[src/rtl/npu_result_reader.sv]
// npu_result_reader: streams layer results from memory port B to the SPI TX shifter.
// One word per handshake: read, capture, wait for tx_ready, load.
//
// Ports:
//   clk            system clock, rising edge
//   reset_b        asynchronous reset, active high
//   start_readback request to start streaming (sampled in IDLE only)
//   abort          synchronous cancel, highest priority
//   layer_postion  selects result base address (latched at start)
//   neuron_count   number of words to stream (latched at start)
//   mem_rd_en      port B read strobe
//   mem_addr       port B address (0 when mem_rd_en is low)
//   mem_rd_data    port B read data, valid one cycle after mem_rd_en
//   tx_ready       SPI shifter can accept a word
//   tx_load        single-cycle load strobe for the SPI shifter
//   tx_data        word to transmit (0 when tx_load is low)
//   busy           high in every state except IDLE
//   done           one-cycle pulse after the last word is loaded
//   words_sent     tx_load strobes in the current/last transfer
module npu_result_reader #(
    parameter int NPU_DATA_WIDTH = 16,
    parameter int BASE_ADDR_EVEN = 20400,
    parameter int BASE_ADDR_ODD  = 20440
) (
    input  logic                      clk,
    input  logic                      reset_b,
    input  logic                      start_readback,
    input  logic                      abort,
    input  logic                      layer_postion,
    input  logic [NPU_DATA_WIDTH-1:0] neuron_count,
    output logic                      mem_rd_en,
    output logic [NPU_DATA_WIDTH-1:0] mem_addr,
    input  logic [NPU_DATA_WIDTH-1:0] mem_rd_data,
    input  logic                      tx_ready,
    output logic                      tx_load,
    output logic [NPU_DATA_WIDTH-1:0] tx_data,
    output logic                      busy,
    output logic                      done,
    output logic [NPU_DATA_WIDTH-1:0] words_sent
);

    localparam int W = NPU_DATA_WIDTH;

    localparam logic [W-1:0] BASE_EVEN = W'(BASE_ADDR_EVEN);
    localparam logic [W-1:0] BASE_ODD  = W'(BASE_ADDR_ODD);

    typedef enum logic [2:0] {
        S_IDLE     = 3'd0,
        S_RD_ISSUE = 3'd1,
        S_RD_WAIT  = 3'd2,
        S_TX_WAIT  = 3'd3,
        S_TX_LOAD  = 3'd4,
        S_DONE     = 3'd5
    } state_t;

    state_t         state;
    state_t         state_dec;
    state_t         state_nxt;

    logic [W-1:0]   base_q;
    logic [W-1:0]   total_q;
    logic [W-1:0]   index_q;
    logic [W-1:0]   hold_q;
    logic [W-1:0]   sent_q;

    logic           rd_en;
    logic           ld;
    logic           dn;
    logic           bsy;
    logic           start_ok;
    logic           start_run;
    logic           last_word;
    logic           capture;

    // Unused encodings (6, 7) behave exactly like IDLE.
    always_comb begin
        state_dec = state;
        if (state > S_DONE) begin
            state_dec = S_IDLE;
        end
    end

    assign last_word = (index_q == (total_q - W'(1)));

    // Next state and strobes. Abort overrides every transition and
    // suppresses all strobes of the current cycle, including done.
    always_comb begin
        state_nxt = state_dec;
        rd_en     = 1'b0;
        ld        = 1'b0;
        dn        = 1'b0;
        bsy       = 1'b1;
        start_ok  = 1'b0;
        capture   = 1'b0;

        unique case (state_dec)
            S_IDLE: begin
                bsy = 1'b0;
                if (start_readback) begin
                    start_ok = 1'b1;
                    if (neuron_count == '0) begin
                        state_nxt = S_DONE;
                    end else begin
                        state_nxt = S_RD_ISSUE;
                    end
                end
            end
            S_RD_ISSUE: begin
                rd_en     = 1'b1;
                state_nxt = S_RD_WAIT;
            end
            S_RD_WAIT: begin
                capture   = 1'b1;
                state_nxt = S_TX_WAIT;
            end
            S_TX_WAIT: begin
                if (tx_ready) begin
                    state_nxt = S_TX_LOAD;
                end
            end
            S_TX_LOAD: begin
                ld = 1'b1;
                if (last_word) begin
                    state_nxt = S_DONE;
                end else begin
                    state_nxt = S_RD_ISSUE;
                end
            end
            S_DONE: begin
                dn        = 1'b1;
                state_nxt = S_IDLE;
            end
            default: begin
                bsy       = 1'b0;
                state_nxt = S_IDLE;
            end
        endcase

        if (abort) begin
            state_nxt = S_IDLE;
            rd_en     = 1'b0;
            ld        = 1'b0;
            dn        = 1'b0;
            start_ok  = 1'b0;
            capture   = 1'b0;
        end
    end

    assign start_run = start_ok && (neuron_count != '0);

    always_ff @(posedge clk or posedge reset_b) begin
        if (reset_b) begin
            state <= S_IDLE;
        end else begin
            state <= state_nxt;
        end
    end

    // Transfer parameters are latched once so later input changes
    // cannot disturb a transfer in progress.
    always_ff @(posedge clk or posedge reset_b) begin
        if (reset_b) begin
            base_q  <= '0;
            total_q <= '0;
            index_q <= '0;
        end else if (start_run) begin
            base_q  <= layer_postion ? BASE_ODD : BASE_EVEN;
            total_q <= neuron_count;
            index_q <= '0;
        end else if (ld && !last_word) begin
            index_q <= index_q + W'(1);
        end
    end

    // Single-word buffer between the memory and the shifter.
    always_ff @(posedge clk or posedge reset_b) begin
        if (reset_b) begin
            hold_q <= '0;
        end else if (capture) begin
            hold_q <= mem_rd_data;
        end
    end

    // Cleared on any accepted start (including a zero-length one),
    // otherwise holds its count after done or abort.
    always_ff @(posedge clk or posedge reset_b) begin
        if (reset_b) begin
            sent_q <= '0;
        end else if (start_ok) begin
            sent_q <= '0;
        end else if (ld) begin
            sent_q <= sent_q + W'(1);
        end
    end

    // Address arithmetic wraps naturally at W bits.
    assign mem_rd_en  = rd_en;
    assign mem_addr   = rd_en ? (base_q + index_q) : '0;
    assign tx_load    = ld;
    assign tx_data    = ld ? hold_q : '0;
    assign busy       = bsy;
    assign done       = dn;
    assign words_sent = sent_q;

endmodule

[config.mk]
export PLATFORM = sky130hd
export DESIGN_NAME = npu_result_reader
export DESIGN_NICKNAME = d
export VERILOG_FILES = /design/src/rtl/npu_result_reader.sv
export SDC_FILE = /design/constraint.sdc
export NUM_CORES = 1
export LEC_CHECK = 0
export ABC_CLOCK_PERIOD_IN_PS = 5000
export BUFFER_PORTS_ARGS = -buffer_cell sky130_fd_sc_hd__buf_4
export CAP_MARGIN = 15
export CORE_ASPECT_RATIO = 0.7
export CORE_MARGIN = 1
export CORE_UTILIZATION = 43
export CTS_BUF_LIST = sky130_fd_sc_hd__clkbuf_8
export DETAILED_ROUTE_END_ITERATION = 8
export PLACE_DENSITY = 0.76
export SLEW_MARGIN = 10
export SYNTH_ARGS = -nofsm -noshare
export SYNTH_HDL_FRONTEND = slang
export SYNTH_SLANG_ARGS = --single-unit
[constraint.sdc]
create_clock -name clk -period 5 [get_ports clk]
set_input_delay 0.25 -clock clk [delete_from_list [all_inputs] [get_ports clk]]
set_output_delay 0.25 -clock clk [all_outputs]
set_load 0.02 [all_outputs]
### After elaboration in Yosys (flattened, before gate mapping)

Index checks and enable logic that the tools add are counted.

| storage, ports and cells | value |
|---|---|
| word-level logic and storage cells | 52 |
| input bits | 38 |
| register bits after elaboration | 83 |
| output and inout bits | 52 |

| cells by class | value |
|---|---|
| equality and inequality tests | 6 |
| reductions and logical operators | 9 |
| magnitude comparators | 1 |
| multiplexer cells | 26 |
| add/subtract/negate cells | 4 |

Operators with widths:

| kind | number |
|---|---|
| $mux W16 | 6 |
| $add A16 B1 Y16 const B | 2 |
| $mux W3 | 6 |
| $add A16 B16 Y16 | 1 |
| $eq A16 B16 Y1 | 1 |
| $logic_not A16 Y1 | 1 |
| $reduce_bool A16 Y1 | 1 |
| $sub A16 B1 Y16 const B | 1 |
| $pmux W3 S5 | 1 |
| $mux W1 | 12 |
| $mux W7 | 1 |
| $eq A3 B2 Y1 const B | 2 |
| $eq A3 B3 Y1 const B | 2 |
| $reduce_or A5 Y1 | 1 |
| $reduce_bool A2 Y1 | 2 |
| $eq A3 B1 Y1 const B | 1 |
| $gt A3 B3 Y1 const B | 1 |
| $logic_not A3 Y1 | 1 |
| $logic_and A1 B1 Y1 | 2 |
| $logic_not A1 Y1 | 1 |

### Longest topological paths before layout

Gate-level depths: netlist (run 1).

| depth | value |
|---|---|
| depth after elaboration | 8 |
| depth in mapped cells | 12 |
| mapped depth without buffers | 10 |

### Worst setup path before layout (run 1)

No wires, ideal clock.

| timing | value |
|---|---|
| path kind | reg-to-reg |
| start point | register total_q[0] |
| end point | register index_q[2] |
| setup time | 133 ps |
| stages on the path, launching flop included | 13 |
| path buffers | 3 |
| path slack | 1,965 ps |
| arrival | 2,902 ps |
| clock period less this slack | 3,035 ps |
| required time | 4,867 ps |
| cells stage by stage | dfrtp_1 inv_1 ha_1 or4b_1 clkbuf_2 or4b_4 a22o_1 nor4_1 and4bb_1 buf_6 buf_8 mux2i_1 nor3_2 |

| between the ends | value |
|---|---|
| word-level cells in the longest chain between the ends | 5 |

Ends and longest elaborated chain:

| item | RTL line | text |
|---|---|---|
| start: declaration | 61 | `logic [W-1:0] total_q;` |
| start signal: assignment | 168 | `total_q <= neuron_count;` |
| $sub A16 B1 Y16 | 83 | `assign last_word = (index_q == (total_q - W'(1)));` |
| $eq A16 B16 Y1 | 83 |  |
| $logic_not A1 Y1 | 170 | `end else if (ld && !last_word) begin` |
| $logic_and A1 B1 Y1 | 170 |  |
| $reduce_bool A2 Y1 (no line) | n/a |  |
| end signal: assignment | 171 | `index_q <= index_q + W'(1);` |
| end: declaration | 62 | `logic [W-1:0] index_q;` |

Every way passes these cells.
A chain may end at the register's enable or synchronous reset.

### Worst setup path after layout (run 1)

| timing | value |
|---|---|
| start point | register index_q[3] |
| end point | output port mem_addr[15] |

| between the ends | value |
|---|---|
| word-level cells in the longest chain between the ends | 2 |

Ends and longest elaborated chain:

| item | RTL line | text |
|---|---|---|
| $add A16 B16 Y16 | 198 | `assign mem_addr = rd_en ? (base_q + index_q) : '0;` |
| $mux W16 | 198 |  |
| end: declaration | 32 | `output logic [NPU_DATA_WIDTH-1:0] mem_addr,` |

Every way passes these cells.

==> results.md, run 1 <==
- Status: complete, no violations
- Post-Syn Nets: between 500 and 600
- Max-cap violations: 0
- Slowest CP cell: a2111oi_0
- GRT overflow: 0
- Syn Area/Cell: between 9 and 10 um^2
- Gate count after technology mapping: approximately 470
- F_max: between 200 and 300 MHz
- Power Density: between 200 and 300 nW/um^2
- Critical Path Max Stage Delay: between 800 and 900 ps
- Leak: 2.47 nW
- Crit-path cells: ha_1 > fa_1 > a21o_1 > a21oi_1 > o21bai_1 > a2111oi_0 > o31ai_1 > xnor2_1 > nor2_1 > buf_4
- Largest net degree at the start of global routing: a little over 70
- CTS tree: yes
- Clk buf depth: 2
- Die height: about 85 um
- DR WL/cell: 15.1 um
- Critical path startpoint: index_q[3]
- Synth unique cells: between 50 and 60
- Syn. warnings: 0
- RSZ-0062 raised after global routing: false
- Htree depth: 3
- Hold Path Class: input port to flip-flop
- Setup TNS Final: 0 ps
- Clock Sinks: 70
- Vias per cell: ~5.4
- Ant diodes: 0
- Share of cells above drive strength 1: a little under a quarter
- Port buffer count: 89
- Clk Tree Root Cell: clkbuf_8
- Sequential share of the synthesized area: between 40% and 50%
- Resized cells post-CTS: 0
- Die area: just over 10,000 um^2
- Min setup slack post-route: ~1200 ps
- Final GP Congestion: around 0.9
- Slew Limit Fails: 0
- WS Path Type: flip-flop to output pin
- Data arrival time of the critical path: between 3000 and 4000 ps
- Min-delay src: abort
- Nature of the critical path startpoint: flip-flop
- Cell row count: 30
- Pre-CTS setup slack: 1310 ps
- Final HPWL DP: 7320 um
- Most used DFF post-synth: dfrtp_1
- Rel. slew slack: approximately a quarter
- Skew-Pair Late Insertion Delay: approximately 360 ps
- Post-CTS Hold Buffers: 0
- First-pass GRT wire length: approximately 17,000 um
- GR Util All Layers: between 20% and 30%
- Flops & latches, synth: 70
- Fin Hold WS: about 66 ps
- Drt total wl: 10,200 um
- Via count: between 3,000 and 4,000
- Core area: 9680 um^2
- Worst-Margin Slew: approximately 1100 ps
- Setup bufs post-CTS: 0
- Critical Path RT: between 4000 and 5000 ps
- Vias in the first global route: 3,447
- Final worst path period need: about 3800 ps
- Number of synthesized flops with an enable pin: 0
- Post-route ant nets: 0
- Area Overhead vs Synth: 21.9%
- Die X: around 120 um
- VDD IR max: ~0.00020 V
- Clock Pin Slew Worst Setup and Hold Paths: approximately 80 ps
- # DRC: 0
- Overall power: 0.00152 W
- Final hold viol count: 0
- Initial DRC count: 214
- Initial Util: 44.2%
- Inserted Clock Buffers: 9
- Initial DRT Pass Iterations: 4
- Nets: 600
- I/O pins: 90
- Final Setup Violations: 0
- Area of the mapped netlist: between 4000 and 5000 um^2
- Worst r2r src: total_q[0]
- Async SR Flop Fraction: between 90% and 100%
- Initial antenna violation count: 0
- Final setup skew: between 10 and 15 ps
- Critical Path Fanout Max: 8
- Critical Path Sink Type: output pin
- Part of the cycle the worst path needs: around three quarters
-- cell type report --
type,instances,area (um^2)
sequential,70,1750
fill,893,4470
clock buffer,9,124
multi-input combinational,359,2360
tap,128,160
clock inverter,7,82.6
timing repair buffer,91,683
inverter,14,52.6
-- flip-flops by register name (all words and copies together), names as in the netlist --
register / flops
base_q: 3
hold_q: 16
index_q: 16
state: 3
total_q: 16
words_sent: 16
-- per-layer routing --
metal | vias to the layer above | wire (um) | global-route usage (%)
li1 | 1809 | - | -
met1 | 1761 | 4570 | 27.0
met2 | 113 | 4650 | 31.2
met3 | 12 | 881 | 7.19
met4 | 0 | 109 | 5.72
met5 | - | 0 | 0
-- power by group --
group	total, W	internal, W	switching, W	leakage, nW
Sequential	0.000729	0.000654	0.0000746	0.909
Combinational	0.000313	0.000154	0.000160	1.46
Clock	0.000476	0.000237	0.000239	0.0980
Total	0.00152	0.00105	0.000474	2.47
-- worst max-delay path, delay by kind of cell (launching register included) --
| kind | cells | cell delay, ps |
|---|---|---|
| flip-flops | 1 | 490 |
| AND/OR/NAND/NOR | 1 | 90 |
| XOR/XNOR | 1 | 160 |
| buffers and inverters | 1 | 150 |
| adder cells (fa/ha/maj) | 2 | 680 |
| AO/OA/AOI/OAI | 5 | 1570 |
-- cell families after synthesis --
logic type | Yosys count | synth area share [%]
XOR/XNOR | 40 | 8.19
buffers and inverters | 38 | 3.92
AND/OR/NAND/NOR | 206 | 25.1
multiplexers | 18 | 4.68
adder cells (fa/ha/maj) | 17 | 5.15
flip-flops | 70 | 41.0
AO/OA/AOI/OAI | 78 | 12.0
-- synthesized netlist by cell type (2+ instances only) --
cell	count	share of area, %
dfrtp_1	70	41
nand2_1	64	5.6
nor2_1	37	3.2
xor2_1	25	5.1
a21oi_1	22	2.6
and2_1	22	3.2
clkbuf_1	19	1.7
ha_1	16	4.7
mux2_2	16	4.2
nand3_1	15	1.8
xnor2_1	15	3.1
inv_1	14	1.2
nand4_1	13	1.9
o21ai_0	12	1.4
nor4_1	11	1.6
o31ai_1	10	1.8
or4_1	8	1.4
and3_1	5	0.73
o211ai_1	5	0.88
or3_1	5	0.73
a21o_1	4	0.70
nor3_1	4	0.47
and4_1	3	0.61
nand2b_1	3	0.44
o21a_1	3	0.53
a31oi_1	2	0.29
a41oi_1	2	0.41
and3b_1	2	0.41
mux2i_1	2	0.47
nand3b_1	2	0.35
nor3b_1	2	0.35
o21ai_1	2	0.23
o21bai_1	2	0.35
o311ai_0	2	0.41
o31a_1	2	0.41
o41ai_1	2	0.41
or3b_2	2	0.41
-- path summary, 6_finish.rpt --
kind | to | slack, ps | depth (start not counted)
setup / recovery | mem_addr[15] | 1240 | 10
hold / removal | state[2] | 70 | 2
setup reg to reg | index_q[2] | 1290 | 9
hold reg to reg | total_q[15] | 510 | 2
max in group asynchronous | index_q[8] | 4270 | 3
min in group asynchronous | words_sent[0] | 170 | 3
-- cell usage in the layout (no fill, tap or decap), types with 9 or more instances in the layout --
master    Yosys  routed
nor2_1       37      37
buf_4         1      91
nor4_1       11      11
nand3_1      15      15
o21ai_0      12      12
xnor2_1      15      15
o31ai_1      10      10
mux2_2       16      16
dfrtp_1      70      70
nand2_1      64      64
and2_1       22      22
nand4_1      13      13
clkbuf_8      0       9
inv_1        14      13
xor2_1       25      25
a21oi_1      22      22
ha_1         16      16
-- per-stage QoR --
step / area [um^2] / util, % / std cells
final: 5210 / 53.8 / 678
after CTS: 5210 / 53.8 / 678
after global routing: 5210 / 53.8 / 678
after global placement: 5000 / 51.7 / 662
after floorplan: 4280 / - / 467
after detailed placement: 5000 / 51.7 / 662
Power figures use the tool's default switching activity.
==> run 2: changes to the inputs <==
--- a/config.mk
+++ b/config.mk
@@ -5,7 +5,7 @@
 export SDC_FILE = /design/constraint.sdc
 export NUM_CORES = 1
 export LEC_CHECK = 0
-export ABC_CLOCK_PERIOD_IN_PS = 5000
+export ABC_CLOCK_PERIOD_IN_PS = 3500
 export BUFFER_PORTS_ARGS = -buffer_cell sky130_fd_sc_hd__buf_4
 export CAP_MARGIN = 15
 export CORE_ASPECT_RATIO = 0.7
==> constraint.sdc (replaced) <==
create_clock -name clk -period 3.5 [get_ports clk]
set_input_delay 0.175 -clock clk [delete_from_list [all_inputs] [get_ports clk]]
set_output_delay 0.175 -clock clk [all_outputs]
set_load 0.02 [all_outputs]
==> run 2 against run 1 <==
  * Sequential cell count unchanged
  * Register-to-register slack got worse by 1000 ps
  * Critical path depth increased by 1
  * Cell area increased by 2.3%
==> results.md, run 2 (synthesis gave the netlist of run 1 again) <==
- Status: complete, no violations
- Int Power: 0.00163 W (+56%)
- Reg2reg end: index_q[2]
- Worst r2r src: total_q[0]
- Net Switching: 0.000657 W (+39%)
- GR Util All Layers: 21.9% (+1.6 points)
- DR WL/cell: 15.5 um (+3.0%)
- Commonest non-fill, non-tap cell in the layout: buf_4
- Setup bufs post-CTS: 0 (unchanged)
- Die area: 10,400 um^2 (unchanged)
- Nature of the critical path startpoint: flip-flop
- WL met2: 4870 um (+4.8%)
- Wire length on met3: 924 um (+4.9%)
- Worst-Margin Slew: 961 ps (-177 ps)
- Critical Path Fanout Max: 8 (unchanged)
- Sequential share of power: 45.8% (-2.2 points)
- Ant diodes: 0 (unchanged)
- Largest net degree at the start of global routing: 47 (-34%)
- First-pass GRT wire length: 17,800 um (+6.7%)
- Initial DRC count: 205 (-4.2%)
- Via count: 3,823 (+3.5%)
- Clock Pin Slew Worst Setup and Hold Paths: 70 ps (about the same)
- Delay-heaviest family, CP: compound AO/OA/AOI/OAI gates
- Clock power share: 34.1% (+2.7 points)
- Critical Path Max Stage Delay: 500 ps (-320 ps)
- Htree depth: 3 (unchanged)
- Most frequent cells in the layout: buf_4 (98), dfrtp_1 (70), nand2_1 (64)
- Cell mode on critical path: buf_4
- Leak: 2.53 nW (+2.7%)
- F_max: roughly 300 MHz
- Die height: 85.4 um (unchanged)
- Power Density: 430 nW/um^2 (+47%)
- R2r setup slk: 260 ps (-1030 ps)
- Die X: 121 um (unchanged)
- Min-delay src: neuron_count[7]
- Pre-CTS setup slack: 306 ps (-1000 ps)
- Post-route ant nets: 0 (unchanged)
- Final GP Congestion: 0.896 (-0.32%)
- Metal-1 WL: 4710 um (+3.0%)
- Part of the cycle the worst path needs: a little over nine tenths
- Critical Path RT: 3320 ps (-1430 ps)
- Port buffer count: 89 (unchanged)
- Cell row count: 30 (unchanged)
- Critical Path Sink Type: output pin
- Inserted Clock Buffers: 9 (unchanged)
- Nets: 609 (+1.5%)
- R2R depth: 10 (+1)
- Final hold viol count: 0 (unchanged)
- WS Path Type: flip-flop to output pin
- Min setup slack post-route: 152 ps (-1090 ps)
- Vias per cell: 5.56 (+2.1%)
- Slowest CP cell: a2111oi_1
- Setup TNS Final: 0 ps (unchanged)
- Combinational share of power: 20.1% (-0.5 points)
- Final HPWL DP: 7880 um (+7.6%)
- Drt total wl: 10,600 um (+4.3%)
- Overall power: 0.00229 W (+51%)
- Hold depth: 3 (+1)
- Data arrival time of the critical path: 3170 ps (-340 ps)
- I/O pins: 90 (unchanged)
- Max-cap violations: 0 (unchanged)
- Rel. slew slack: 35.9% (+12 points)
- # DRC: 0 (unchanged)
- RSZ-0062 raised after global routing: false
- Initial antenna violation count: 0 (unchanged)
- GRT overflow: 0 (unchanged)
- Clk Tree Root Cell: clkbuf_8
- Vias in the first global route: 3,812 (+11%)
- Area Overhead vs Synth: 24.6%
- Share of cells above drive strength 1: 24.7% (+1.1 points)
- CP Depth: 11 (+1)
- Final worst path period need: roughly 3300 ps
- Final Setup Violations: 0 (unchanged)
- Hold EP: total_q[7]
- Buf/Inv on CP: 2 (+1)
- Skew-Pair Late Insertion Delay: 360 ps (about the same)
- Slew Limit Fails: 0 (unchanged)
- Clk buf depth: 2 (unchanged)
- Highest metal used: met4
- Initial DRT Pass Iterations: 5 (+1)
- CTS tree: yes
- Core area: 9680 um^2 (unchanged)
- Crit-path cells: ha_1 > fa_1 > a21o_1 > a21oi_2 > o21bai_1 > a2111oi_1 > buf_4 > o31ai_1 > xnor2_1 > nor2_1 > buf_4
- Hold Path Class: input port to flip-flop
- Final setup skew: 9.86 ps (-4.83 ps)
- Initial Util: 44.2% (unchanged)
- Switching share of power: 28.7% (-2.5 points)
- Clock Sinks: 70 (unchanged)
- VDD IR max: 0.000321 V (+63%)
-- run 2: power by group through the flow --
stage / clock [W] / sequential (W) / combinational (W)
2_1_floorplan: 0 / 0.00101 / 0.000348
3_3_place_gp: 0 / 0.00105 / 0.000440
3_5_place_dp: 0 / 0.00106 / 0.000458
4_1_cts: 0.000799 / 0.00105 / 0.000461
5_1_grt: 0.000825 / 0.00106 / 0.000515
6_report: 0.000781 / 0.00105 / 0.000461
-- run 2: worst max path at each step --
stage / startpoint / to / slack (ps)
global route: index_q[3] / mem_addr[15] / 40
finish: index_q[3] / mem_addr[15] / 150
detailed placement: total_q[0] / index_q[2] / 310
global placement: total_q[0] / index_q[11] / 420
CTS: index_q[3] / mem_addr[15] / 40
floorplan: total_q[0] / index_q[2] / 470
-- run 2: layer usage --
metal  track usage (%)  vias up
li1                  -     1829
met1              26.4     1839
met2              35.8      142
met3              8.27       13
met4              8.08        0
met5                 0        -
-- run 2: area by class of cell --
cell class | count | area, um^2
Fill cell | 872 | 4350
Multi-Input combinational cell | 359 | 2360
Sequential cell | 70 | 1750
Timing Repair Buffer | 100 | 766
Tap cell | 128 | 160
Clock buffer | 9 | 124
Clock inverter | 7 | 114
Inverter | 14 | 52.6
-- run 2: repair_timing --
action | CTS | global route
hold buffers | 1 | 0
hold endpoints to repair | 1 | 0
gates resized for setup | 0 | 2
setup endpoints to repair | 0 | 3
-- run 2: stage by stage --
step           utilization (%)  std cells  cell area, um^2  hold WS [ps]
2_1_floorplan                -        467             4280           241
3_3_place_gp              52.4        670             5080           358
3_5_place_dp              52.4        670             5080           367
4_1_cts                   55.0        687             5330         0.169
5_1_grt                   55.0        687             5330          13.2
6_report                  55.0        687             5330          20.3
-- run 2: worst register-to-register path, cell delays in order (launching register included) --
cell      delay (ps)
dfrtp_1          410
inv_1             80
ha_1             220
or4b_1           610
or4b_4           570
a22o_1           210
nor4_1           260
and4bb_1         290
buf_12           190
mux2i_1          240
nor3_2            60
